File: config.mk
export PLATFORM = sky130hd
export DESIGN_NAME = pipeline_hazard_ctrl
export DESIGN_NICKNAME = d
export VERILOG_FILES = /design/src/rtl/pipeline_hazard_ctrl.sv
export SDC_FILE = /design/constraint.sdc
export NUM_CORES = 1
export LEC_CHECK = 0
export CORE_ASPECT_RATIO = 0.6
export CORE_UTILIZATION = 50
export CTS_CLUSTER_SIZE = 30
export DETAILED_ROUTE_END_ITERATION = 7
export PLACE_DENSITY = 0.8
export SLEW_MARGIN = 20
export SYNTH_ARGS = -nofsm -noshare
export SYNTH_HDL_FRONTEND = slang
export SYNTH_SLANG_ARGS = --single-unit
File: constraint.sdc
create_clock -name clk -period 3.8 [get_ports clk]
set_input_delay 1.14 -clock clk [delete_from_list [all_inputs] [get_ports clk]]
set_output_delay 1.14 -clock clk [all_outputs]
set_load 0.02 [all_outputs]
File: src/rtl/pipeline_hazard_ctrl.sv
// Stall/flush sequencer for the 5-stage pipeline.
// Handles load-use, branch redirects and data-memory waits with a watchdog.
module pipeline_hazard_ctrl #(
    parameter int MEM_TIMEOUT = 255,
    parameter int CNT_W       = 32
) (
    input  logic             clk,
    input  logic             reset,
    input  logic             idex_mem_read,
    input  logic [4:0]       idex_rd,
    input  logic [4:0]       ifid_rs1,
    input  logic [4:0]       ifid_rs2,
    input  logic             branch_taken,
    input  logic             dmem_req,
    input  logic             dmem_ready,
    output logic             pc_write,
    output logic             ifid_write,
    output logic             ifid_flush,
    output logic             idex_flush,
    output logic             idex_write,
    output logic             exmem_write,
    output logic             memwb_write,
    output logic             mem_timeout_err,
    output logic [CNT_W-1:0] stall_cycles,
    output logic [CNT_W-1:0] flush_count
);

    localparam int WW = $clog2(MEM_TIMEOUT + 1);

    typedef enum logic [1:0] {
        RUN      = 2'd0,
        MEM_WAIT = 2'd1,
        ERR      = 2'd2
    } state_e;

    state_e           state_q, state_d;
    logic [WW-1:0]    wait_q, wait_d;
    logic [CNT_W-1:0] stall_q, stall_d;
    logic [CNT_W-1:0] flush_q, flush_d;
    logic             err_q, err_d;
    logic             freeze;
    logic             lu;

    assign freeze = (state_q != ERR) & dmem_req & ~dmem_ready;
    assign lu     = idex_mem_read & (idex_rd != 5'd0) &
                    ((idex_rd == ifid_rs1) | (idex_rd == ifid_rs2));

    assign mem_timeout_err = err_q;
    assign stall_cycles    = stall_q;
    assign flush_count     = flush_q;

    // State, watchdog and saturating counters.
    always_ff @(posedge clk or posedge reset) begin
        if (reset) begin
            state_q <= RUN;
            wait_q  <= '0;
            stall_q <= '0;
            flush_q <= '0;
            err_q   <= 1'b0;
        end else begin
            state_q <= state_d;
            wait_q  <= wait_d;
            stall_q <= stall_d;
            flush_q <= flush_d;
            err_q   <= err_d;
        end
    end

    // Priority decode: error, freeze, branch, load-use, normal flow.
    always_comb begin
        state_d     = state_q;
        wait_d      = '0;
        stall_d     = stall_q;
        flush_d     = flush_q;
        err_d       = err_q;
        pc_write    = 1'b1;
        ifid_write  = 1'b1;
        ifid_flush  = 1'b0;
        idex_flush  = 1'b0;
        idex_write  = 1'b1;
        exmem_write = 1'b1;
        memwb_write = 1'b1;

        if (state_q == ERR) begin
            pc_write    = 1'b0;
            ifid_write  = 1'b0;
            idex_write  = 1'b0;
            exmem_write = 1'b0;
            memwb_write = 1'b0;
            err_d       = 1'b1;
        end else if (freeze) begin
            pc_write    = 1'b0;
            ifid_write  = 1'b0;
            idex_write  = 1'b0;
            exmem_write = 1'b0;
            memwb_write = 1'b0;
            wait_d      = wait_q + WW'(1);
            if (stall_q != '1) stall_d = stall_q + CNT_W'(1);
            // This is the last tolerated wait cycle: give up on the edge.
            if (wait_q == WW'(MEM_TIMEOUT - 1)) begin
                state_d = ERR;
                err_d   = 1'b1;
            end else begin
                state_d = MEM_WAIT;
            end
        end else begin
            state_d = RUN;
            if (branch_taken) begin
                ifid_flush = 1'b1;
                idex_flush = 1'b1;
                if (flush_q != '1) flush_d = flush_q + CNT_W'(1);
            end else if (lu) begin
                pc_write   = 1'b0;
                ifid_write = 1'b0;
                idex_flush = 1'b1;
                if (stall_q != '1) stall_d = stall_q + CNT_W'(1);
            end
        end

        // Hold the pipe quiet and cleared while in reset.
        if (reset) begin
            pc_write    = 1'b0;
            ifid_write  = 1'b0;
            ifid_flush  = 1'b1;
            idex_flush  = 1'b1;
            idex_write  = 1'b0;
            exmem_write = 1'b0;
            memwb_write = 1'b0;
        end
    end

endmodule

**Word level (Yosys, flattened, before mapping)**

Index checks and enable logic that the tools add are counted.

- Eq/ne operators: 8
- Bitwise logic cells: 8
- Reductions and logical operators: 7
- Add/subtract/negate cells: 3
- Mux-type cells: 28

Operators by type and width:

| cell | count |
|---|---|
| $mux 32 | 4 |
| $add 32x1->32 const B | 2 |
| $ne 32x32->1 const B | 2 |
| $mux 1 | 20 |
| $mux 8 | 2 |
| $eq 5x5->1 | 2 |
| $add 8x1->8 const B | 1 |
| $eq 8x8->1 const B | 1 |
| $reduce_bool 2->1 | 3 |
| $reduce_bool 5->1 | 1 |
| $and 1x1->1 | 4 |
| $mux 2 | 2 |
| $reduce_and 4->1 | 1 |
| $not 1->1 | 3 |
| $reduce_and 3->1 | 1 |
| $eq 2x2->1 const B | 1 |
| $ne 2x1->1 const B | 1 |
| $ne 2x2->1 const B | 1 |
| $reduce_and 2->1 | 1 |
| $or 1x1->1 | 1 |

- Output and inout bits: 72
- Word-level logic and storage cells: 59
- Flip-flop bits (word level): 75
- Input bits: 21

**Depth between registers and ports, before layout**

- Word-level depth: 8
- Depth in mapped cells: 7
- Gate-level depth less buffers: 5

**Least setup slack after synthesis**

No wires, ideal clock.

- Path kind: input port to output port
- Start point: input port idex_rd[1]
- End point: output port pc_write
- Required time: 2,660 ps
- Setup slack: -110 ps
- Cell stages on the path: 5
- Data arrival time: 2,770 ps
- Path buffers: 1
- Path through: or4_4 -> o21ai_0 -> nor2_1 -> a21boi_0 -> buf_4

- Longest elaborated chain between the ends: 8
- Elaborated cells on any way between the ends: 11
- Those cells by class: eq/ne: 2; mux: 5; bitwise: 3; reduce/logical: 1

RTL lines:

| what | RTL line | text |
|---|---|---|
| start: declaration | 10 | `input logic [4:0] idex_rd,` |
| $eq 5x5->1 / $reduce_bool 5->1 (equally long branches) | 46, 45 |  |
| $or 1x1->1 / $and 1x1->1 (equally long branches) | 46, 45 |  |
| $and 1x1->1 (*) | 45 | `assign lu = idex_mem_read & (idex_rd != 5'd0) &` |
| $mux 1 (*) (5 in series) | - |  |
| end: declaration | 16 | `output logic pc_write,` |

Every way passes the cells marked *; elsewhere a longest branch is shown, timed or not.

**Worst setup path in the final report**

- Start point: input port idex_rd[2]
- End point: output port ifid_write

- Longest elaborated chain between the ends: 8
- Elaborated cells on any way between the ends: 11
- Those cells by class: eq/ne: 2; mux: 5; bitwise: 3; reduce/logical: 1

RTL lines:

| what | RTL line | text |
|---|---|---|
| $eq 5x5->1 / $reduce_bool 5->1 (equally long branches) | 46, 45 |  |
| $or 1x1->1 / $and 1x1->1 (equally long branches) | 46, 45 |  |
| $and 1x1->1 (*) | 45 |  |
| $mux 1 (*) | 112 | `end else if (lu) begin` |
| $mux 1 (*) | 108 | `if (branch_taken) begin` |
| $mux 1 (*) | 91 | `end else if (freeze) begin` |
| $mux 1 (*) | 84 | `if (state_q == ERR) begin` |
| $mux 1 (*) | 121 | `if (reset) begin` |
| end: declaration | 17 | `output logic ifid_write,` |

Marked as above.

==> run_results.csv <==
group,metric,value,unit
outcome,outcome,"completed",
global_routing,met1_usage,0.418,
yosys,synth_top_area_share,0.465,
yosys,synth_cells,394,
route,num_vias,3605,
floorplanning,die_h,71.6,µm
route,wl,11100,µm
placement,gp_congestion,0.900,
sta,setup_violations,0,
clocking,cts-root-buf,"clkbuf_16",
yosys,avgSynthCellArea,10.2,µm²
floorplanning,num_rows,24,
worst_setup_path,rr_worst_depth,5,
clocking,cts.sinks,75,
worst_setup_path,cp-end-kind,"primary output",
yosys,synth_cell_types,51,
cells_and_area,multi_input_area,0.00208,mm²
yosys,synth.most_common_cell,"dfrtp_1",
min_path,hold_class,"flop to flop",
clocking,h-tree-depth,3,
floorplanning,die_w,118,µm
clocking,cts_hold_buf,0,
yosys,synth_xor_xnor_area_share,0.165,
yosys,async_flop_share,1.00,
sta,rsz0062_at_grt,"no",
yosys,synth_area_leader_cell,"dfrtp_1",
min_path,min_from,"mem_timeout_err$_DFFE_PP0P_",
worst_setup_path,critical_path_arrival,2.60,ns
sta,worst_slew_pin_slew,0.717,ns
power,p_per_area,320,mW/mm²
min_path,whs_endpoint,"mem_timeout_err$_DFFE_PP0P_",
global_routing,grt.busiest_layer,"met1",
cells_and_area,syn_to_final_growth,36.8,%
global_routing,grt_use_met3,0.0518,
worst_setup_path,rr_startpoint,"flush_count[23]$_DFFE_PP0P_",
sta,setup-tns-final,0,ns
global_routing,grt_overflow,0,
worst_setup_path,start_kind,"input port",
sta,finalCriticalPeriod,3.74,ns
cells_and_area,design_area,0.00552,mm²
floorplanning,start_util,0.535,
power,p_total,1.77,mW
cells_and_area,antenna_cells,0,
yosys,synth_adder_area_share,0.0124,
clocking,cts_setup_buffers,0,
yosys,syn-cell-area,0.00404,mm²
floorplanning,die-area,0.00845,mm²
clocking,clkTransAtPathRegs,0.06,ns
cells_and_area,drive_above_1_share,0.127,
placement,dp_cells,598,
placement,place_hpwl,7930,µm
sta,slew_viol_final,0,
floorplanning,core,0.00754,mm²
sta,final.period_utilization,0.985,
worst_setup_path,path_max_fanout,2,
worst_setup_path,rrSetupSlack,1.51,ns
worst_setup_path,path_cells,"dlygate4sd2_1 > or4_4 > o21ai_4 > nor2_1 > a21boi_2 > buf_6",
yosys,synthTopCellsByArea,"dfrtp_1, xnor2_1, nand4_1, nand3_1, xor2_1",
sta,timing.slew.headroom,0.518,
clocking,cts_tree,"built",
yosys,synth_mux_area_frac,0.00558,
global_routing,grt_pass1_wl,18200,µm
flow_run,drv_cap,0,
yosys,synth_top_family_by_area,"simple AND/OR/NAND/NOR gates",
route,via_per_inst,5.87,
yosys,synth_common_cells,"dfrtp_1, xnor2_1, nand4_1",
yosys,seq_area_frac_synth,0.465,
clocking,numCtsBuffers,9,
worst_setup_path,cp.required,2.66,ns
route,wl_per_cell,18.1,µm
global_routing,track_usage,0.279,
route,ant_nets,0,
sta,fmax,267,MHz
yosys,synth_compound_area_frac,0.0595,
floorplanning,ios,93,
worst_setup_path,regToRegEndpoint,"flush_count[9]$_DFFE_PP0P_",
clocking,cts_max_path_buffers,2,
min_path,hold-path-cell-count,1,
cells_and_area,fin_nets,530,
route,dr.pass1.iters,5,
worst_setup_path,worst_path_largest_cell_delay,0.55,ns
global_routing,grt_antenna_before_repair,0,
cells_and_area,nFillCells,553,
global_routing,grt_pass1_vias,3383,
worst_setup_path,critPathKind,"input port to primary output",
yosys,yosys_warnings,0,
yosys,synth-edff-count,0,
power,power.static_leakage,2.29,nW
global_routing,grtUsageMet2,0.406,
cells_and_area,layout.area.seq,0.00188,mm²
sta,finClkSkew,0.00463,ns
global_routing,grt_max_degree,76,
placement,io_buffers,92,
yosys,ys_seq_elements,75,
cells_and_area,final_cells,614,
power,worst_ir_drop_vdd,0.000222,V
yosys,synth_fp_nets,419,
route,drt_iter0_drc,324,
clocking,clkLatencyLatePin,0.33,ns
worst_setup_path,crit_slowest_cell,"or4_4",
yosys,ys.flop_type,"dfrtp_1",
placement,place_area,0.00520,mm²
route,drc_errors,0,
yosys,synthSimpleGateAreaFrac,0.267,
sta,hold_viol_final,0,
-- cell families after synthesis --
logic type               count (synthesis)
XOR/XNOR                                76
multiplexers                             2
AO/OA/AOI/OAI                           30
AND/OR/NAND/NOR                        184
buffers and inverters                   23
adder cells (fa/ha/maj)                  4
flip-flops                              75
-- final cells by class --
cell class | count | share of cell area
clock buffers | 15 | 0.0503
repair buffers | 114 | 0.197
well taps | 104 | 0.0236
clock inverters | 1 | 0.00544
multi-input cells | 296 | 0.377
flip-flops and latches | 75 | 0.340
inverters | 9 | 0.00612
-- flip-flops by register name (all words and copies together), names as in the netlist --
register / cells
flush_count: 32
mem_timeout_err: 1
stall_cycles: 32
state_q: 2
wait_q: 8
-- report_power, final --
group | internal, mW | total (mW) | switching (mW)
registers | 0.799 | 0.799 | 0
clock network | 0.563 | 0.877 | 0.314
logic | 0.0428 | 0.0923 | 0.0495
-- routing by layer --
metal / share of wire / wire (µm) / vias up
met4: 0.014 / 159 / 0
met2: 0.43 / 4840 / 169
met1: 0.49 / 5410 / 1779
met5: 0 / 0 / -
li1: - / - / 1644
met3: 0.066 / 737 / 13
-- critical path: cells and delay by family --
| family | cells | cell delay, ns |
|---|---|---|
| AND/OR/NAND/NOR | 2 | 0.62 |
| AO/OA/AOI/OAI | 2 | 0.43 |
| buffers and inverters | 2 | 0.42 |
-- worst max-delay path by stage --
stage	startpoint	end	slack (ns)	cells after the start
finish	idex_rd[2]	ifid_write	0.06	6
global route	idex_rd[2]	pc_write	0.03	6
CTS	dmem_ready	ifid_flush	0.01	6
detailed placement	idex_rd[1]	pc_write	-0.72	6
global placement	idex_rd[1]	ifid_write	-0.72	6
floorplan	idex_rd[1]	pc_write	0.09	5
-- layout by cell type (no fill, tap or decap), types with 3 or more instances in the layout --
cell             instances
clkbuf_1                 3
nand4_1                 35
clkbuf_8                 3
nand2b_1                 3
and3_1                  17
inv_1                    8
ha_1                     4
nor2_1                  21
and2_1                   3
xnor2_1                 59
clkdlybuf4s50_1         80
dlygate4sd2_1            6
and4_1                   6
nor3_1                  13
nand4b_1                 3
clkbuf_16                9
o21ai_0                  8
or3_1                    3
a21oi_1                  3
or2_2                    4
buf_4                   21
nand3_1                 31
nand2_1                 25
a211oi_1                 3
xor2_1                  17
nor4_2                   3
dfrtp_1                 75
nor4_1                   3
-- through the flow --
| step | util | hold slack [ns] | setup WS [ns] |
|---|---|---|---|
| after floorplan | - | 0.454 | 0.0858 |
| after global placement | 0.690 | 0.468 | -0.723 |
| after detailed placement | 0.690 | 0.474 | -0.720 |
| after CTS | 0.730 | 0.490 | 0.0131 |
| after global routing | 0.732 | 0.521 | 0.0318 |
| final | 0.732 | 0.491 | 0.0568 |
-- repair_timing --
| item | in CTS | in global routing |
|---|---|---|
| gates resized for setup | 26 | 6 |
| pin swaps | 3 | 3 |
| gates cloned | 0 | 0 |
| endpoints found under the setup margin | 7 | 4 |
No activity file was read; power rests on OpenSTA's default activity.
